<file path="src/rtl/softmax_pkg.sv">
// Shared types, default widths and the saturating subtract used by the softmax vector sequencer.
package softmax_pkg;

    localparam int unsigned DATA_W = 34;
    localparam int unsigned FRAC_W = 16;
    localparam int unsigned EXP_W  = 32;

    typedef enum logic [1:0] {
        IDLE = 2'd0,
        LOAD = 2'd1,
        EXP  = 2'd2,
        OUT  = 2'd3
    } state_t;

    // a - b clamped to the signed range of a w-bit value (w <= 63); caller truncates to w bits
    function automatic logic signed [63:0] sat_sub(input logic signed [63:0] a,
                                                   input logic signed [63:0] b,
                                                   input int unsigned w);
        logic signed [63:0] d;
        logic signed [63:0] hi;
        logic signed [63:0] lo;
        d  = a - b;
        hi = (64'sd1 <<< (w - 1)) - 64'sd1;
        lo = -(64'sd1 <<< (w - 1));
        if (d > hi) return hi;
        if (d < lo) return lo;
        return d;
    endfunction

endpackage

</file>
<file path="src/rtl/softmax_vbuf.sv">
// Vector buffer: one synchronous write port, one asynchronous read port.
module softmax_vbuf #(
    parameter  int unsigned DEPTH = 16,
    parameter  int unsigned WIDTH = 34,
    localparam int unsigned AW    = $clog2(DEPTH)
) (
    input  logic             clk,
    input  logic             we,
    input  logic [AW-1:0]    waddr,
    input  logic [WIDTH-1:0] wdata,
    input  logic [AW-1:0]    raddr,
    output logic [WIDTH-1:0] rdata
);

    logic [WIDTH-1:0] mem [DEPTH];

    // contents are don't-care after reset, so no reset on the array
    always_ff @(posedge clk) begin
        if (we) mem[waddr] <= wdata;
    end

    assign rdata = mem[raddr];

endmodule

</file>
<file path="src/rtl/softmax_vec_ctrl.sv">
// Softmax vector sequencer: load + max search, pipelined exp issue/collect with sum, then stream exp_i with the sum.
module softmax_vec_ctrl
    import softmax_pkg::*;
#(
    parameter  int unsigned DATA_W  = softmax_pkg::DATA_W,
    parameter  int unsigned FRAC_W  = softmax_pkg::FRAC_W,
    parameter  int unsigned MAX_LEN = 16,
    parameter  int unsigned EXP_W   = softmax_pkg::EXP_W,
    localparam int unsigned SUM_W   = EXP_W + $clog2(MAX_LEN),
    localparam int unsigned LEN_W   = $clog2(MAX_LEN + 1)
) (
    input  logic              clk,
    input  logic              rst,
    input  logic [LEN_W-1:0]  cfg_len,
    input  logic              in_valid,
    output logic              in_ready,
    input  logic [DATA_W-1:0] in_data,
    input  logic              in_last,
    output logic              exp_req_valid,
    input  logic              exp_req_ready,
    output logic [DATA_W-1:0] exp_req_data,
    input  logic              exp_rsp_valid,
    input  logic [EXP_W-1:0]  exp_rsp_data,
    output logic              out_valid,
    input  logic              out_ready,
    output logic [EXP_W-1:0]  out_exp,
    output logic [SUM_W-1:0]  out_sum,
    output logic              out_last,
    output logic              len_err,
    output logic              busy
);

    localparam int unsigned AW    = $clog2(MAX_LEN);
    localparam int unsigned BUF_W = (DATA_W > EXP_W) ? DATA_W : EXP_W;

    if (FRAC_W >= DATA_W) begin : g_bad_frac
        $error("FRAC_W must be smaller than DATA_W");
    end

    state_t state_q, state_d;

    logic [LEN_W-1:0]         len_q, cnt_q, iss_q, rsp_q, optr_q;
    logic signed [DATA_W-1:0] max_q;
    logic [SUM_W-1:0]         sum_q;
    logic                     len_err_q;

    logic                     in_beat, req_hs, rsp_beat, out_hs;
    logic [LEN_W-1:0]         cfg_eff, load_len, load_cnt;
    logic                     vec_end, mismatch;
    logic signed [DATA_W-1:0] smp;
    logic                     buf_we;
    logic [AW-1:0]            buf_waddr, buf_raddr;
    logic [BUF_W-1:0]         buf_wdata, buf_rdata;

    assign smp      = signed'(in_data);
    assign in_ready = (state_q == IDLE) || (state_q == LOAD);
    assign busy     = (state_q != IDLE);
    assign len_err  = len_err_q;

    assign in_beat  = in_valid && in_ready;
    assign req_hs   = exp_req_valid && exp_req_ready;
    assign rsp_beat = (state_q == EXP) && exp_rsp_valid;
    assign out_hs   = out_valid && out_ready;

    // Length bookkeeping for the beat being accepted; the first beat counts as sample 1
    assign cfg_eff  = (cfg_len == '0 || cfg_len > LEN_W'(MAX_LEN)) ? LEN_W'(MAX_LEN) : cfg_len;
    assign load_len = (state_q == IDLE) ? cfg_eff : len_q;
    assign load_cnt = (state_q == IDLE) ? LEN_W'(1) : cnt_q + LEN_W'(1);
    assign vec_end  = in_beat && (in_last || load_cnt == load_len);
    assign mismatch = vec_end && (load_cnt != load_len);

    always_comb begin
        state_d = state_q;
        case (state_q)
            IDLE: if (in_beat) state_d = vec_end ? EXP : LOAD;
            LOAD: if (vec_end) state_d = EXP;
            EXP:  if (rsp_beat && (rsp_q + LEN_W'(1) == len_q)) state_d = OUT;
            OUT:  if (out_hs && out_last) state_d = IDLE;
            default: state_d = IDLE;
        endcase
    end

    always_ff @(posedge clk or posedge rst) begin
        if (rst) state_q <= IDLE;
        else     state_q <= state_d;
    end

    always_ff @(posedge clk or posedge rst) begin
        if (rst) begin
            len_q     <= '0;
            cnt_q     <= '0;
            iss_q     <= '0;
            rsp_q     <= '0;
            optr_q    <= '0;
            max_q     <= '0;
            sum_q     <= '0;
            len_err_q <= 1'b0;
        end else begin
            len_err_q <= mismatch;
            if (in_beat) begin
                len_q <= mismatch ? load_cnt : load_len;
                cnt_q <= load_cnt;
                if (state_q == IDLE || smp > max_q) max_q <= smp;
            end
            if (state_q == IDLE) begin
                iss_q  <= '0;
                rsp_q  <= '0;
                optr_q <= '0;
                sum_q  <= '0;
            end
            if (req_hs) iss_q <= iss_q + LEN_W'(1);
            if (rsp_beat) begin
                rsp_q <= rsp_q + LEN_W'(1);
                sum_q <= sum_q + SUM_W'(exp_rsp_data);
            end
            if (out_hs) optr_q <= optr_q + LEN_W'(1);
        end
    end

    // Samples land at cnt during loading; exp results overwrite them at rsp while iss reads ahead
    assign buf_we    = in_beat || rsp_beat;
    assign buf_waddr = (state_q == EXP)  ? AW'(rsp_q) :
                       (state_q == IDLE) ? '0 : AW'(cnt_q);
    assign buf_wdata = (state_q == EXP) ? BUF_W'(exp_rsp_data) : BUF_W'(in_data);
    assign buf_raddr = (state_q == OUT) ? AW'(optr_q) : AW'(iss_q);

    softmax_vbuf #(
        .DEPTH (MAX_LEN),
        .WIDTH (BUF_W)
    ) u_vbuf (
        .clk   (clk),
        .we    (buf_we),
        .waddr (buf_waddr),
        .wdata (buf_wdata),
        .raddr (buf_raddr),
        .rdata (buf_rdata)
    );

    assign exp_req_valid = (state_q == EXP) && (iss_q < len_q);
    assign exp_req_data  = exp_req_valid
                         ? DATA_W'(sat_sub(64'(signed'(buf_rdata[DATA_W-1:0])), 64'(max_q), DATA_W))
                         : '0;

    assign out_valid = (state_q == OUT);
    assign out_exp   = out_valid ? buf_rdata[EXP_W-1:0] : '0;
    assign out_sum   = out_valid ? sum_q : '0;
    assign out_last  = out_valid && (optr_q == len_q - LEN_W'(1));

endmodule

</file>
<file path="config.mk">
export PLATFORM = sky130hd
export DESIGN_NAME = softmax_vec_ctrl
export DESIGN_NICKNAME = d
export VERILOG_FILES = /design/src/rtl/softmax_pkg.sv /design/src/rtl/softmax_vbuf.sv /design/src/rtl/softmax_vec_ctrl.sv
export SDC_FILE = /design/constraint.sdc
export NUM_CORES = 1
export LEC_CHECK = 0
export ABC_AREA = 1
export BUFFER_PORTS_ARGS = -buffer_cell sky130_fd_sc_hd__buf_2
export CORE_MARGIN = 2
export CORE_UTILIZATION = 32
export CTS_BUF_LIST = sky130_fd_sc_hd__clkbuf_4 sky130_fd_sc_hd__clkbuf_8
export DETAILED_ROUTE_END_ITERATION = 8
export PLACE_DENSITY = 0.59
export SYNTH_ARGS = -nofsm -noshare
export SYNTH_HDL_FRONTEND = slang
export SYNTH_SLANG_ARGS = --single-unit
</file>
<file path="constraint.sdc">
create_clock -name clk -period 3.77 [get_ports clk]
set_input_delay 0.377 -clock clk [delete_from_list [all_inputs] [get_ports clk]]
set_output_delay 0.377 -clock clk [all_outputs]
set_load 0.02 [all_outputs]
</file>
==> reports/metrics.cfg <==
[yosys]
synthTopCellsByCount = nand2_1 (813), edfxtp_1 (544), inv_1 (524)
synth_top_area_cell = edfxtp_1
synth-seq-area-share_pct = 55.9
yosys_warnings = 0
synthFlopType = edfxtp_1
async_reset_ff_share_pct = 15.3
syn-num-nets = 3786
syn-cell-area_um2 = 33600
avgSynthCellArea_um2 = 9.36
synth-edff-count = 544
netlist_instances = 3591
synth_top_area_share_pct = 48.6
ys_types = 55
synth_seq_cells = 642
synth_area_leaders = edfxtp_1 (49%), nand2_1 (9.1%), dfrtp_1 (7.3%)
synth_most_common_cell = nand2_1

[clock_tree]
root_buffer = clkbuf_8
numCtsBuffers = 103
clock_latency_ns = 0.75
cts_buffer_depth = 3
cts.sinks = 642
cts.reportedPaths.clkPinSlew_ns = 0.06
cts_max_level = 3
cts_tree = built

[routing]
avgViaCountPerCell = 4.92
wire_per_inst_um = 19.6
routed_wl_um = 109000
antenna_left = 0
first_iter_violations = 2319
drt_pass1_iterations = 5
route.detailed.drc = 0
route.vias.total = 27476

[floorplanning]
die_height_um = 328
start_util_pct = 32.3
dieArea_um2 = 108000
ios = 186
rows = 118
die_w_um = 328
core_area_um2 = 104000

[place]
placed_cell_area_um2 = 39000
port_buffers = 185
gp_congestion = 0.952
place_ws_ns = -0.869
place_inst = 5322
place_hpwl_um = 75600

[sta]
fin_skew_ns = 0.0576
fin_crit_ns = 5.08
fin_ws_ns = -1.31
report.final.slew_viol_count = 0
whs_ns = 0.118
grt_setup_unrepaired = yes
max-slew-margin-rel_pct = 36.2
finalHoldViolCount = 0
setup_viol = 34
tightest_slew_ns = 0.954
final.period_utilization_pct = 135
max_freq_mhz = 197

[worst_setup_path]
worst_path_max_delay_cell = dfrtp_1
start_kind = register
cp_data_arrival_time_ns = 4.70
r2r_slack_ns = 0.43
worstSetupStartpoint = state_q[1]
cp.required_ns = 3.39
rr_worst_depth = 9
critPathKind = register to output port
critical-path-max-stage-delay_ns = 0.42
reg2reg_from = state_q[0]
crit_path_end = exp_req_data[25]
cp_max_fo = 13
r2r-end = u_vbuf.mem[15][24]
end_kind = output port

[final_layout]
nNetsFinal = 4312
antenna_cells = 0
fin_cells = 5580
final_area_um2 = 43100
drive_gt1_share_pct = 23.6
syn2layout_area_growth_pct = 28.2

[pwr]
leakage_nw = 18.6
ir_drop_uv = 1240
powerDensity_nw_per_um2 = 1030

[global_routing]
grt-ovfl-total = 0
grt_max_degree = 50
grt_pass1_wl_um = 162000
grt_pass1_vias = 26463
antenna_found_initial = 3
grt_use_total_pct = 19.8

[flow_run]
maxCapViolations = 0

[worst_hold_path]
hold_class = input port to register
hp-start = exp_rsp_data[1]

[status]
violations = setup timing
status = complete, but fails checks

state kept, by name, indices dropped and copies added (netlist names):
signal and flops:
u_vbuf.mem 544, sum_q 36, max_q 34, cnt_q 5, iss_q 5, len_q 5
optr_q 5, rsp_q 5, state_q 2, len_err 1
metal layers:
metal | global-route usage, % | part of all wire, %
met2 | 32.3 | 47
met5 | 0 | 0.035
met3 | 4.05 | 6.4
met1 | 26.6 | 44
met4 | 5.83 | 2.8
what timing repair did:
item / CTS / global route
setup buffers: 10 / 11
hold endpoints to repair: 86 / 0
resized for setup: 177 / 101
hold buffers: 39 / 0
endpoints found under the setup margin: 54 / 47
pin swaps: 19 / 21
gates cloned: 5 / 5
area by class of cell:
class / count / area, um2
Clock inverter: 30 / 248
Clock buffer: 158 / 1890
Multi-Input combinational cell: 2264 / 13400
Timing Repair Buffer: 570 / 5000
Tap cell: 1380 / 1730
Inverter: 535 / 2040
Timing Repair inverter: 1 / 8.76
Fill cell: 10157 / 60800
Sequential cell: 642 / 18800
cells in the final DEF, fill, tap and decap left out, types with 34 or more instances in the layout:
cell,n
nand2_1,757
edfxtp_1,544
inv_1,514
buf_4,280
nand3_1,230
a21oi_1,204
o21ai_0,188
nor2_1,174
buf_2,148
o211ai_1,138
clkbuf_8,113
dfrtp_1,98
o21ai_1,82
ha_1,81
nand2_2,57
buf_12,47
clkbuf_4,45
buf_6,43
dlygate4sd3_1,39
a21oi_4,34
worst min-delay path by stage:
stage	cells past startpoint	endpoint	slack [ns]
final	3	sum_q[1]	0.12
after floorplan	2	max_q[10]	0.44
after global routing	3	sum_q[1]	0.12
after global placement	2	max_q[25]	0.45
after detailed placement	2	max_q[5]	0.46
after CTS	3	sum_q[1]	0.06
worst max-delay path: cells and delay by family (launching register included):
family	cells	cell delay [ns]
XOR/XNOR	1	0.18
flip-flops	1	0.42
AO/OA/AOI/OAI	4	0.48
buffers and inverters	9	1.15
adder cells (fa/ha/maj)	2	0.45
AND/OR/NAND/NOR	10	1.21
where the power goes:
group / internal (W) / switching, W
Clock: 0.00341 / 0.00285
Combinational: 0.0119 / 0.0168
Sequential: 0.00906 / 0.000418
Total: 0.0243 / 0.0201
metrics by stage:
step	util [%]	setup TNS [ns]	total power, W
detailed placement	37.5	-28.54	0.0347
CTS	40.9	-45.93	0.0429
floorplan	-	0	0.0247
global placement	37.5	-26.81	0.0345
finish	41.5	-43.46	0.0444
global route	41.5	-53.51	0.0473
kinds of logic (layout without fill, tap and decap cells):
logic type	Yosys count	after routing	share of synthesized area (%)
simple gates	1332	1332	16.5
compound gates	736	736	12.8
buf+inv	685	1294	8.13
flops	642	642	55.9
fa+ha+maj	117	117	4.40
xor+xnor	42	42	1.09
mux	37	37	1.24
No activity file was read; power rests on OpenSTA's default activity.
